==> src/rtl/counter_32b.sv <==
// counter_32b: 32-bit multi-mode counter (up 1, down 1, down 3, parallel load)
// built from a chain of 4-bit slices that ripple a carry/borrow combinationally.

// One slice: adds or subtracts the incoming carry/borrow from its nibble and
// reports the carry/borrow leaving its top bit. The incoming value is two bits
// wide so the lowest slice can take the step of 3 directly.
module counter_32b_slice #(
  parameter int W = 4
) (
  input  logic [W-1:0] q,
  input  logic [1:0]   carry_in,
  input  logic         down,
  output logic [W-1:0] q_next,
  output logic         carry_out
);

  logic [W:0] ext_q;
  logic [W:0] ext_c;
  logic [W:0] result;

  // Extend by one bit so the carry (up) or borrow (down) lands in the MSB
  always_comb begin
    ext_q = {1'b0, q};
    ext_c = (W+1)'(carry_in);
    if (down) begin
      result = ext_q - ext_c;
    end else begin
      result = ext_q + ext_c;
    end
    q_next    = result[W-1:0];
    carry_out = result[W];
  end

endmodule

// Top level: selects the step and direction, cascades the slices and
// registers the count together with the wrap and load pulses.
module counter_32b #(
  parameter int WIDTH = 32,
  parameter int SLICE = 4
) (
  input  logic             clk,
  input  logic             reset,
  input  logic             enable_,
  input  logic [1:0]       mode_,
  input  logic [WIDTH-1:0] D_,
  output logic [WIDTH-1:0] Q_,
  output logic             rco_,
  output logic             load_
);

  localparam int NUM_SLICES = WIDTH / SLICE;

  typedef enum logic [1:0] {
    MODE_UP    = 2'b00,
    MODE_DOWN  = 2'b01,
    MODE_DOWN3 = 2'b10,
    MODE_LOAD  = 2'b11
  } mode_t;

  mode_t                 mode;
  logic [1:0]            step;
  logic                  down;
  logic [WIDTH-1:0]      next_q;
  logic [NUM_SLICES-1:0] slice_cout;

  // Decode the operation into a step size and a direction for the cascade
  always_comb begin
    mode = mode_t'(mode_);
    step = 2'd1;
    down = 1'b0;
    case (mode)
      MODE_UP:    begin step = 2'd1; down = 1'b0; end
      MODE_DOWN:  begin step = 2'd1; down = 1'b1; end
      MODE_DOWN3: begin step = 2'd3; down = 1'b1; end
      default:    begin step = 2'd1; down = 1'b0; end
    endcase
  end

  // Slice 0 takes the step; every higher slice takes the lower slice's carry/borrow
  for (genvar i = 0; i < NUM_SLICES; i++) begin : g_slice
    logic [1:0] cin;
    if (i == 0) begin : g_first
      assign cin = step;
    end else begin : g_rest
      assign cin = {1'b0, slice_cout[i-1]};
    end

    counter_32b_slice #(
      .W(SLICE)
    ) u_slice (
      .q         (Q_[i*SLICE +: SLICE]),
      .carry_in  (cin),
      .down      (down),
      .q_next    (next_q[i*SLICE +: SLICE]),
      .carry_out (slice_cout[i])
    );
  end

  // Register the count and single-cycle rco/load pulses; reset clears all at once
  always_ff @(posedge clk or posedge reset) begin
    if (reset) begin
      Q_    <= '0;
      rco_  <= 1'b0;
      load_ <= 1'b0;
    end else if (!enable_) begin
      rco_  <= 1'b0;
      load_ <= 1'b0;
    end else if (mode == MODE_LOAD) begin
      Q_    <= D_;
      rco_  <= 1'b0;
      load_ <= 1'b1;
    end else begin
      Q_    <= next_q;
      rco_  <= slice_cout[NUM_SLICES-1];
      load_ <= 1'b0;
    end
  end

endmodule
==> config.mk <==
export PLATFORM = sky130hd
export DESIGN_NAME = counter_32b
export DESIGN_NICKNAME = d
export VERILOG_FILES = /design/src/rtl/counter_32b.sv
export SDC_FILE = /design/constraint.sdc
export NUM_CORES = 1
export LEC_CHECK = 0
export CAP_MARGIN = 20
export CORE_MARGIN = 2
export CORE_UTILIZATION = 54
export DETAILED_ROUTE_END_ITERATION = 7
export MAX_ROUTING_LAYER = met4
export PLACE_DENSITY = 0.87
export SLEW_MARGIN = 20
export SYNTH_ARGS = -nofsm -noshare
export SYNTH_HDL_FRONTEND = slang
export SYNTH_SLANG_ARGS = --single-unit
==> constraint.sdc <==
create_clock -name clk -period 28.6 [get_ports clk]
set_input_delay 4.29 -clock clk [delete_from_list [all_inputs] [get_ports clk]]
set_output_delay 4.29 -clock clk [all_outputs]
set_load 0.005 [all_outputs]
After elaboration in Yosys (flattened, before gate mapping)
Cells that the tools add are included.
{"block": "word_totals", "regBits": 34, "inputBits": 37, "output_inout_bits": 34, "word_cells": 38}
{"block": "op_classes", "add_sub_neg": 16, "eq_ne": 3, "n_mux": 15, "reduce_logical": 1}
{"op": "$mux 5", "n": 8}
{"op": "$add 4x1->5", "n": 7}
{"op": "$sub 4x1->5", "n": 7}
{"op": "$mux 32", "n": 1}
{"op": "$add 4x2->5", "n": 1}
{"op": "$mux 1", "n": 5}
{"op": "$sub 4x2->5", "n": 1}
{"op": "$eq 2x2->1 const B", "n": 2}
{"op": "$eq 2x1->1 const B", "n": 1}
{"op": "$mux 2", "n": 1}
{"op": "$reduce_or 2->1", "n": 1}

Longest topological paths before layout
Gate-level depths: netlist (run 1).
{"block": "depth", "word_depth": 20, "depth_mapped": 60, "mapped_depth_nobuf": 59}

Hierarchy
From an unflattened synthesis (run 1), not the netlist that was laid out.
{"block": "hier_totals", "hier_cells": 347, "area_unflattened_um2": 3174.3}
{"mod": "counter_32b", "instances": 1, "cells_each": 150, "area_per_inst_um2": 1616.6, "seq_area_each_um2": 850.8}
{"mod": "counter_32b_slice (g_slice[2].u_slice ...)", "instances": 5, "cells_each": 25, "area_per_inst_um2": 191.4, "seq_area_each_um2": 0.0}
{"mod": "counter_32b_slice (g_slice[0].u_slice ...)", "instances": 3, "cells_each": 24, "area_per_inst_um2": 200.2, "seq_area_each_um2": 0.0}

Least setup slack after synthesis (run 1)
Ideal clock, no wire load.
{"block": "synth_path", "kind": "in2reg", "from": "input port mode_[1]", "to": "register rco_", "setup_time_ns": 0.120, "arrival_ns": 14.113, "t_required_ns": 28.480, "slack_ns": 14.366, "cell_stages": 56, "path_buffers": 1, "path_cell_list": "inv_1 -> ha_1 -> buf_4 -> inv_1 -> ha_1 -> nor2b_1 -> o21ai_0 -> nand2b_1 -> ha_1 -> inv_1 -> ha_1 -> inv_1 -> fa_1 -> a31oi_1 -> a2bb2oi_2 -> inv_1 -> nand2_1 -> inv_1 -> (+20 left out) -> fa_1 -> nor2b_1 -> o21ai_0 -> nand2b_1 -> xnor2_1 -> nand2_1 -> ha_1 -> a21o_1 -> a21oi_1 -> xor2_1 -> xnor2_2 -> nand2_1 -> ha_1 -> nor2b_1 -> o21ai_0 -> nand2b_1 -> and3_1 -> o211a_1"}
{"block": "synth_via", "elab_chain_len": 20, "elab_cells_between_ends": 32, "cone_classes": "16 x add/sub; 3 x eq/ne; 12 x mux; 1 x reduce/logical"}
{"element": "from (decl)", "line": "45", "text": "input logic [1:0] mode_,"}
{"element": "$eq 2x2->1 / $eq 2x1->1 (equally long branches)", "line": "72", "text": "case (mode)"}
{"element": "$mux 2 / $reduce_or 2->1 (equally long branches)"}
{"element": "$add 4x2->5 (tied with other cells)", "line": "28", "text": "result = ext_q + ext_c;"}
{"element": "$mux 5", "line": "25", "text": "if (down) begin"}
{"element": "$add 4x1->5 / $sub 4x1->5 (equally long branches)", "line": "28, 26"}
{"element": "$mux 5", "line": "25"}
{"element": "$add 4x1->5 / $sub 4x1->5 (equally long branches)", "line": "28, 26"}
{"element": "$mux 5", "line": "25"}
{"element": "(+4 left out)"}
{"element": "$add 4x1->5 / $sub 4x1->5 (equally long branches)", "line": "28, 26"}
{"element": "$mux 5", "line": "25"}
{"element": "$add 4x1->5 / $sub 4x1->5 (equally long branches)", "line": "28, 26"}
{"element": "$mux 5", "line": "25"}
{"element": "$add 4x1->5 / $sub 4x1->5 (equally long branches)", "line": "28, 26"}
{"element": "$mux 5", "line": "25"}
{"element": "$mux 1 (*)", "line": "109", "text": "end else if (mode == MODE_LOAD) begin"}
{"element": "$mux 1 (*)", "line": "106", "text": "end else if (!enable_) begin"}
{"element": "to (signal assigned)", "line": "115", "text": "rco_ <= slice_cout[NUM_SLICES-1];"}
{"element": "to (decl)", "line": "48", "text": "output logic rco_,"}
Mark *: on every way between the ends. The rest lies on a longest branch, timed or not.
A chain may end at the register's enable or synchronous reset.

Worst setup path in the final report (run 1)
{"block": "layout_path", "from": "input port mode_[1]", "to": "register Q_[31]"}
{"block": "layout_via", "elab_chain_len": 19, "elab_cells_between_ends": 31, "cone_classes": "16 x add/sub; 3 x eq/ne; 11 x mux; 1 x reduce/logical"}
{"element": "$eq 2x2->1 / $eq 2x1->1 (equally long branches)", "line": "72"}
{"element": "$mux 2 / $reduce_or 2->1 (equally long branches)"}
{"element": "$add 4x2->5 (tied with other cells)", "line": "28"}
{"element": "$mux 5", "line": "25"}
{"element": "$add 4x1->5 / $sub 4x1->5 (equally long branches)", "line": "28, 26"}
{"element": "$mux 5", "line": "25"}
{"element": "$add 4x1->5 / $sub 4x1->5 (equally long branches)", "line": "28, 26"}
{"element": "$mux 5", "line": "25"}
{"element": "(+3 left out)"}
{"element": "$mux 5", "line": "25"}
{"element": "$add 4x1->5 / $sub 4x1->5 (equally long branches)", "line": "28, 26"}
{"element": "$mux 5", "line": "25"}
{"element": "$add 4x1->5 / $sub 4x1->5 (equally long branches)", "line": "28, 26"}
{"element": "$mux 5", "line": "25"}
{"element": "$add 4x1->5 / $sub 4x1->5 (equally long branches)", "line": "28, 26"}
{"element": "$mux 5", "line": "25"}
{"element": "$mux 32 (*)", "line": "109"}
{"element": "to (signal assigned)", "line": "114", "text": "Q_ <= next_q;"}
{"element": "to (decl)", "line": "47", "text": "output logic [WIDTH-1:0] Q_,"}
Marks and branches as above.

==> results.json, run 1 <==
{
  "synthDistinctLibCells": 26,
  "cp_max_fo": 11,
  "cts_max_level": 2,
  "ios": 71,
  "fin_area_um2": 3640,
  "fmax_mhz": 63.6,
  "finalSetupViolations": 0,
  "clock_sinks": 34,
  "layout_common_cells": "a21oi_1 (70), clkdlybuf4s50_1 (69), nor2_1 (61)",
  "max_slew_margin_pct": 57.0,
  "final_common_cell": "a21oi_1",
  "root_buffer": "clkbuf_8",
  "route.detailed.drc": 0,
  "finalHoldViolCount": 0,
  "rows": 26,
  "min_path_type": "reg2reg",
  "path_buf_inv": 10,
  "cts_post_setup_buffers_inserted": 0,
  "worstPathArrival_ns": 15.85,
  "syn-instance-count": 341,
  "port_buffers": 70,
  "first_pass_iters": 4,
  "cts_tree": "done",
  "r2r_end": "Q_[31]",
  "clkTransAtPathRegs_ns": 0.07,
  "insertion_delay_ns": 0.28,
  "syn_nets": 420,
  "crit_family": "adder cells",
  "wl_um": 6100,
  "nets": 483,
  "place_area_um2": 3530,
  "wire_per_inst_um": 12.8,
  "maxCapViolCount": 0,
  "status": "finished clean",
  "crit_cells": 57,
  "worstMarginPinSlew_ns": 0.644,
  "cp-start-kind": "primary input",
  "drtIter0Drc": 82,
  "syn_to_final_growth_pct": 29.9,
  "setup.worst_path.end": "Q_[31]",
  "cts.path.max_buffers": 2,
  "synth_seq_area_share_pct": 30.4,
  "grt_pass1_wl_um": 10800,
  "cts_hold_buf": 0,
  "slew_violations": 0,
  "path_class": "in2reg",
  "gp_congestion": 0.818,
  "cts_buffers": 5,
  "die_area_um2": 5780,
  "tns_ns": 0,
  "grt_overflow_total": 0,
  "cp.required_ns": 28.73,
  "fp.dieW_um": 76.0,
  "r2r_setup_slack_ns": 17.57,
  "routed-via-count": 2462,
  "critPathMostFrequentCell": "inv_1",
  "drive_above_1_share_pct": 3.46,
  "r2r_start": "Q_[0]",
  "start_util_pct": 55.5,
  "crit_start": "mode_[1]",
  "synth-seq-cells": 34,
  "avgSynthCellArea_um2": 8.21,
  "rsz0062_at_grt": "no",
  "synthesis.area_um2": 2800,
  "drtAntennaViolNets": 0,
  "rr_worst_depth": 54,
  "slowest_delay_ns": 0.52,
  "die_h_um": 76.0,
  "core_area_um2": 5040,
  "period_share_pct": 55.0,
  "clock_skew_ns": 0.00605,
  "grt_max_degree": 66,
  "vias_per_cell": 5.18,
  "dp.final_hpwl_um": 4490,
  "antenna_found_initial": 0,
  "grt_usage_pct": 23.2,
  "post_cts_resized": 0,
  "slowest_stage": "clkdlybuf4s50_1",
  "crit_path_end_kind": "flop",
  "fillers": 401,
  "diodes": 0,
  "ys_warn_count": 0,
  "grt_pass1_vias": 2435,
  "period_minus_slack_ns": 15.72
}
cell type report:
class / instances / area (um2) / area share, %
Tap cell: 70 / 87.6 / 2.41
Clock inverter: 1 / 5.00 / 0.138
Clock buffer: 7 / 86.3 / 2.37
Inverter: 39 / 146 / 4.02
Multi-Input combinational cell: 253 / 1760 / 48.3
Sequential cell: 34 / 851 / 23.4
Timing Repair Buffer: 71 / 706 / 19.4
worst min-delay path: cells and delay by family, from the launching register on:
| kind | cells | cell delay (ns) |
|---|---|---|
| AND/OR/NAND/NOR | 1 | 0.05 |
| AO/OA/AOI/OAI | 1 | 0.10 |
| flip-flops | 1 | 0.37 |
cell families (layout without fill, tap and decap cells):
group	count (synthesis)	after routing	share of synthesized area [%]
multiplexers	2	2	0.715
XOR/XNOR	25	25	8.62
flip-flops	34	34	30.4
AO/OA/AOI/OAI	93	93	18.1
adder cells (fa/ha/maj)	42	42	20.9
buffers and inverters	54	118	7.37
AND/OR/NAND/NOR	91	91	13.9
per-stage QoR:
step	setup WS, ns	cells	hold WS [ns]	util [%]
floorplan	14.37	341	0.533	-
global placement	12.95	467	0.530	70.1
detailed placement	12.52	467	0.542	70.1
CTS	12.77	475	0.563	71.9
global route	11.83	475	0.591	72.1
finish	12.88	475	0.560	72.1
per-layer routing:
| metal | up-vias | global-route usage, % | share of wire [%] |
|---|---|---|---|
| met4 | 0 | 4.18 | 0.25 |
| met3 | 2 | 5.81 | 5.8 |
| met2 | 53 | 40.8 | 52 |
| met1 | 1157 | 27.4 | 42 |
| li1 | 1250 | - | - |
| met5 | - | - | 0 |
cells in the mapped netlist:
cell / n / area (um2)
a21o_1: 8 / 60.1
a21oi_1: 70 / 350
a21oi_2: 1 / 8.76
a22oi_1: 1 / 7.51
a2bb2oi_2: 1 / 15.0
a31oi_1: 1 / 6.26
and3_1: 1 / 6.26
buf_1: 3 / 11.3
buf_4: 1 / 7.51
clkbuf_1: 11 / 41.3
dfrtp_1: 34 / 851
fa_1: 8 / 160
ha_1: 34 / 425
inv_1: 39 / 146
mux2i_1: 2 / 20.0
nand2_1: 9 / 33.8
nand2b_1: 6 / 37.5
nor2_1: 61 / 229
nor2b_1: 9 / 56.3
nor3_1: 5 / 25.0
o211a_1: 1 / 10.0
o21ai_0: 10 / 50.1
xnor2_1: 6 / 52.6
xnor2_2: 1 / 16.3
xnor3_2: 1 / 23.8
xor2_1: 17 / 149
state kept, by name (all words and copies together), names as in the netlist:
name,flops
rco_,1
load_,1
Q_,32
how the worst min path moves through the flow:
stage,startpoint,cells past startpoint,endpoint
6_report,Q_[24],2,Q_[24]
3_5_place_dp,Q_[24],2,Q_[24]
5_1_grt,Q_[2],2,Q_[2]
2_1_floorplan,Q_[20],2,Q_[20]
4_1_cts,Q_[16],2,Q_[16]
3_3_place_gp,Q_[16],2,Q_[16]
Power of run 1 is not shown: default switching activity piles up to over one toggle a cycle in this logic, so the estimate is an artifact.
==> run 2: changes to the inputs <==
--- a/config.mk
+++ b/config.mk
@@ -7,10 +7,10 @@
 export LEC_CHECK = 0
 export CAP_MARGIN = 20
 export CORE_MARGIN = 2
-export CORE_UTILIZATION = 54
+export CORE_UTILIZATION = 45
 export DETAILED_ROUTE_END_ITERATION = 7
 export MAX_ROUTING_LAYER = met4
-export PLACE_DENSITY = 0.87
+export PLACE_DENSITY = 0.77
 export SLEW_MARGIN = 20
 export SYNTH_ARGS = -nofsm -noshare
 export SYNTH_HDL_FRONTEND = slang
==> constraint.sdc (replaced) <==
create_clock -name clk -period 13.5 [get_ports clk]
set_input_delay 2.025 -clock clk [delete_from_list [all_inputs] [get_ports clk]]
set_output_delay 2.025 -clock clk [all_outputs]
set_load 0.005 [all_outputs]
==> run 2 against run 1 <==
  * Register-to-register slack lost 15 ns
  * Routed wire length shrank 1.7%
  * Final area grew 0.83%
  * First-iteration DRC count shrank 12%
  * Sequential share of layout area shrank 0.19 points
  * Via count shrank 2.9%
==> results.json, run 2 (synthesis gave the netlist of run 1 again) <==
{
  "port_buffers": 70,
  "dp.final_hpwl_um": 4330,
  "grt_pass1_wl_um": 10500,
  "grt_usage_pct": 18.6,
  "status": "finished clean",
  "fp.dieW_um": 82.9,
  "largest_reg_flops": 32,
  "critPathMostFrequentCell": "inv_1",
  "antenna_found_initial": 0,
  "routed-via-count": 2391,
  "cts_max_level": 2,
  "clock_sinks": 34,
  "finalSetupViolations": 0,
  "layout_common_cells": "a21oi_1 (69), clkdlybuf4s50_1 (69), nor2_1 (61)",
  "die_h_um": 82.9,
  "cts_buffers": 5,
  "rows": 28,
  "path_class": "in2reg",
  "tns_ns": 0,
  "drive_above_1_share_pct": 4.66,
  "top_regs": "Q_: 32 flops, load_: 1 flops, rco_: 1 flops",
  "core_area_um2": 5960,
  "period_minus_slack_ns": 12.67,
  "vias_per_cell": 4.95,
  "max_slew_margin_pct": 58.9,
  "top_register": "Q_",
  "rsz0062_at_grt": "no",
  "crit_path_end_kind": "flop",
  "diodes": 0,
  "drtIter0Drc": 72,
  "grt_max_degree": 66,
  "cp_max_fo": 5,
  "drtAntennaViolNets": 0,
  "cp-start-kind": "primary input",
  "cts_tree": "done",
  "cts.path.max_buffers": 2,
  "syn_to_final_growth_pct": 31.0,
  "wire_per_inst_um": 12.4,
  "route.detailed.drc": 0,
  "cp.required_ns": 13.67,
  "slowest_stage": "xnor3_2",
  "grt_pass1_vias": 2331,
  "min_path_type": "reg2reg",
  "wl_um": 6000,
  "die_area_um2": 6870,
  "finalHoldViolCount": 0,
  "clock_skew_ns": 0.00637,
  "slew_violations": 0,
  "nets": 487,
  "gp_congestion": 0.785,
  "period_share_pct": 93.9,
  "root_buffer": "clkbuf_8",
  "slowest_delay_ns": 0.51,
  "insertion_delay_ns": 0.28,
  "first_pass_iters": 4,
  "fmax_mhz": 78.9,
  "clkTransAtPathRegs_ns": 0.07,
  "maxCapViolCount": 0,
  "grt_overflow_total": 0,
  "ios": 71,
  "start_util_pct": 47.0,
  "worstMarginPinSlew_ns": 0.616,
  "worstPathArrival_ns": 12.84
}
==> run 2: final timing paths <==
| kind | startpoint | end | slack (ns) | depth (start not counted) |
|---|---|---|---|---|
| max | mode_[1] | rco_ | 0.83 | 56 |
| min | Q_[12] | Q_[12] | 0.56 | 2 |
| max reg2reg | Q_[0] | rco_ | 2.91 | 53 |
| min reg2reg | Q_[12] | Q_[12] | 0.56 | 2 |
| max in group asynchronous | reset | Q_[29] | 11.02 | 3 |
| min in group asynchronous | reset | Q_[14] | 2.15 | 3 |
==> run 2: area by class of cell <==
class / instances / area, um2
repair buffers: 75 / 746
multi-input cells: 253 / 1750
clock buffers: 7 / 76.3
inverters: 39 / 146
flip-flops and latches: 34 / 851
fillers: 547 / 2290
well taps: 75 / 93.8
==> run 2: metrics by stage <==
stage	hold slack, ns	worst slack, ns	instance area (um2)	cells	utilization, %
after floorplan	0.533	1.53	2800	341	-
after global placement	0.532	0.417	3550	474	59.7
after detailed placement	0.547	0.121	3550	474	59.7
after CTS	0.556	0.398	3630	481	61.0
after global routing	0.584	0.0600	3670	483	61.6
final	0.557	0.828	3670	483	61.6
==> run 2: worst max-delay path: cells and delay by family <==
| family | cells | cell delay (ns) |
|---|---|---|
| AOI/OAI and AO/OA | 11 | 1.91 |
| xor gates and xnor gates | 7 | 1.50 |
| adders and majority gates | 11 | 3.72 |
| buffers and inverters | 10 | 1.10 |
| and+or+nand+nor | 17 | 2.55 |
==> run 2: routing by layer <==
metal	global-route usage [%]	vias to the layer above	share of wire, %
li1	-	1257	-
met1	22.7	1085	46
met2	32.5	44	49
met5	-	-	0
met3	3.58	5	3.7
met4	3.43	0	0.67
==> run 2: what timing repair did <==
item / 4_1_cts / 5_1_grt
endpoints found under the setup margin: 0 / 4
hold endpoints to repair: 0 / 0
gates resized for setup: 0 / 3
hold buffers: 0 / 0
setup buffers: 0 / 1
Power of run 2 is left out for the same reason.
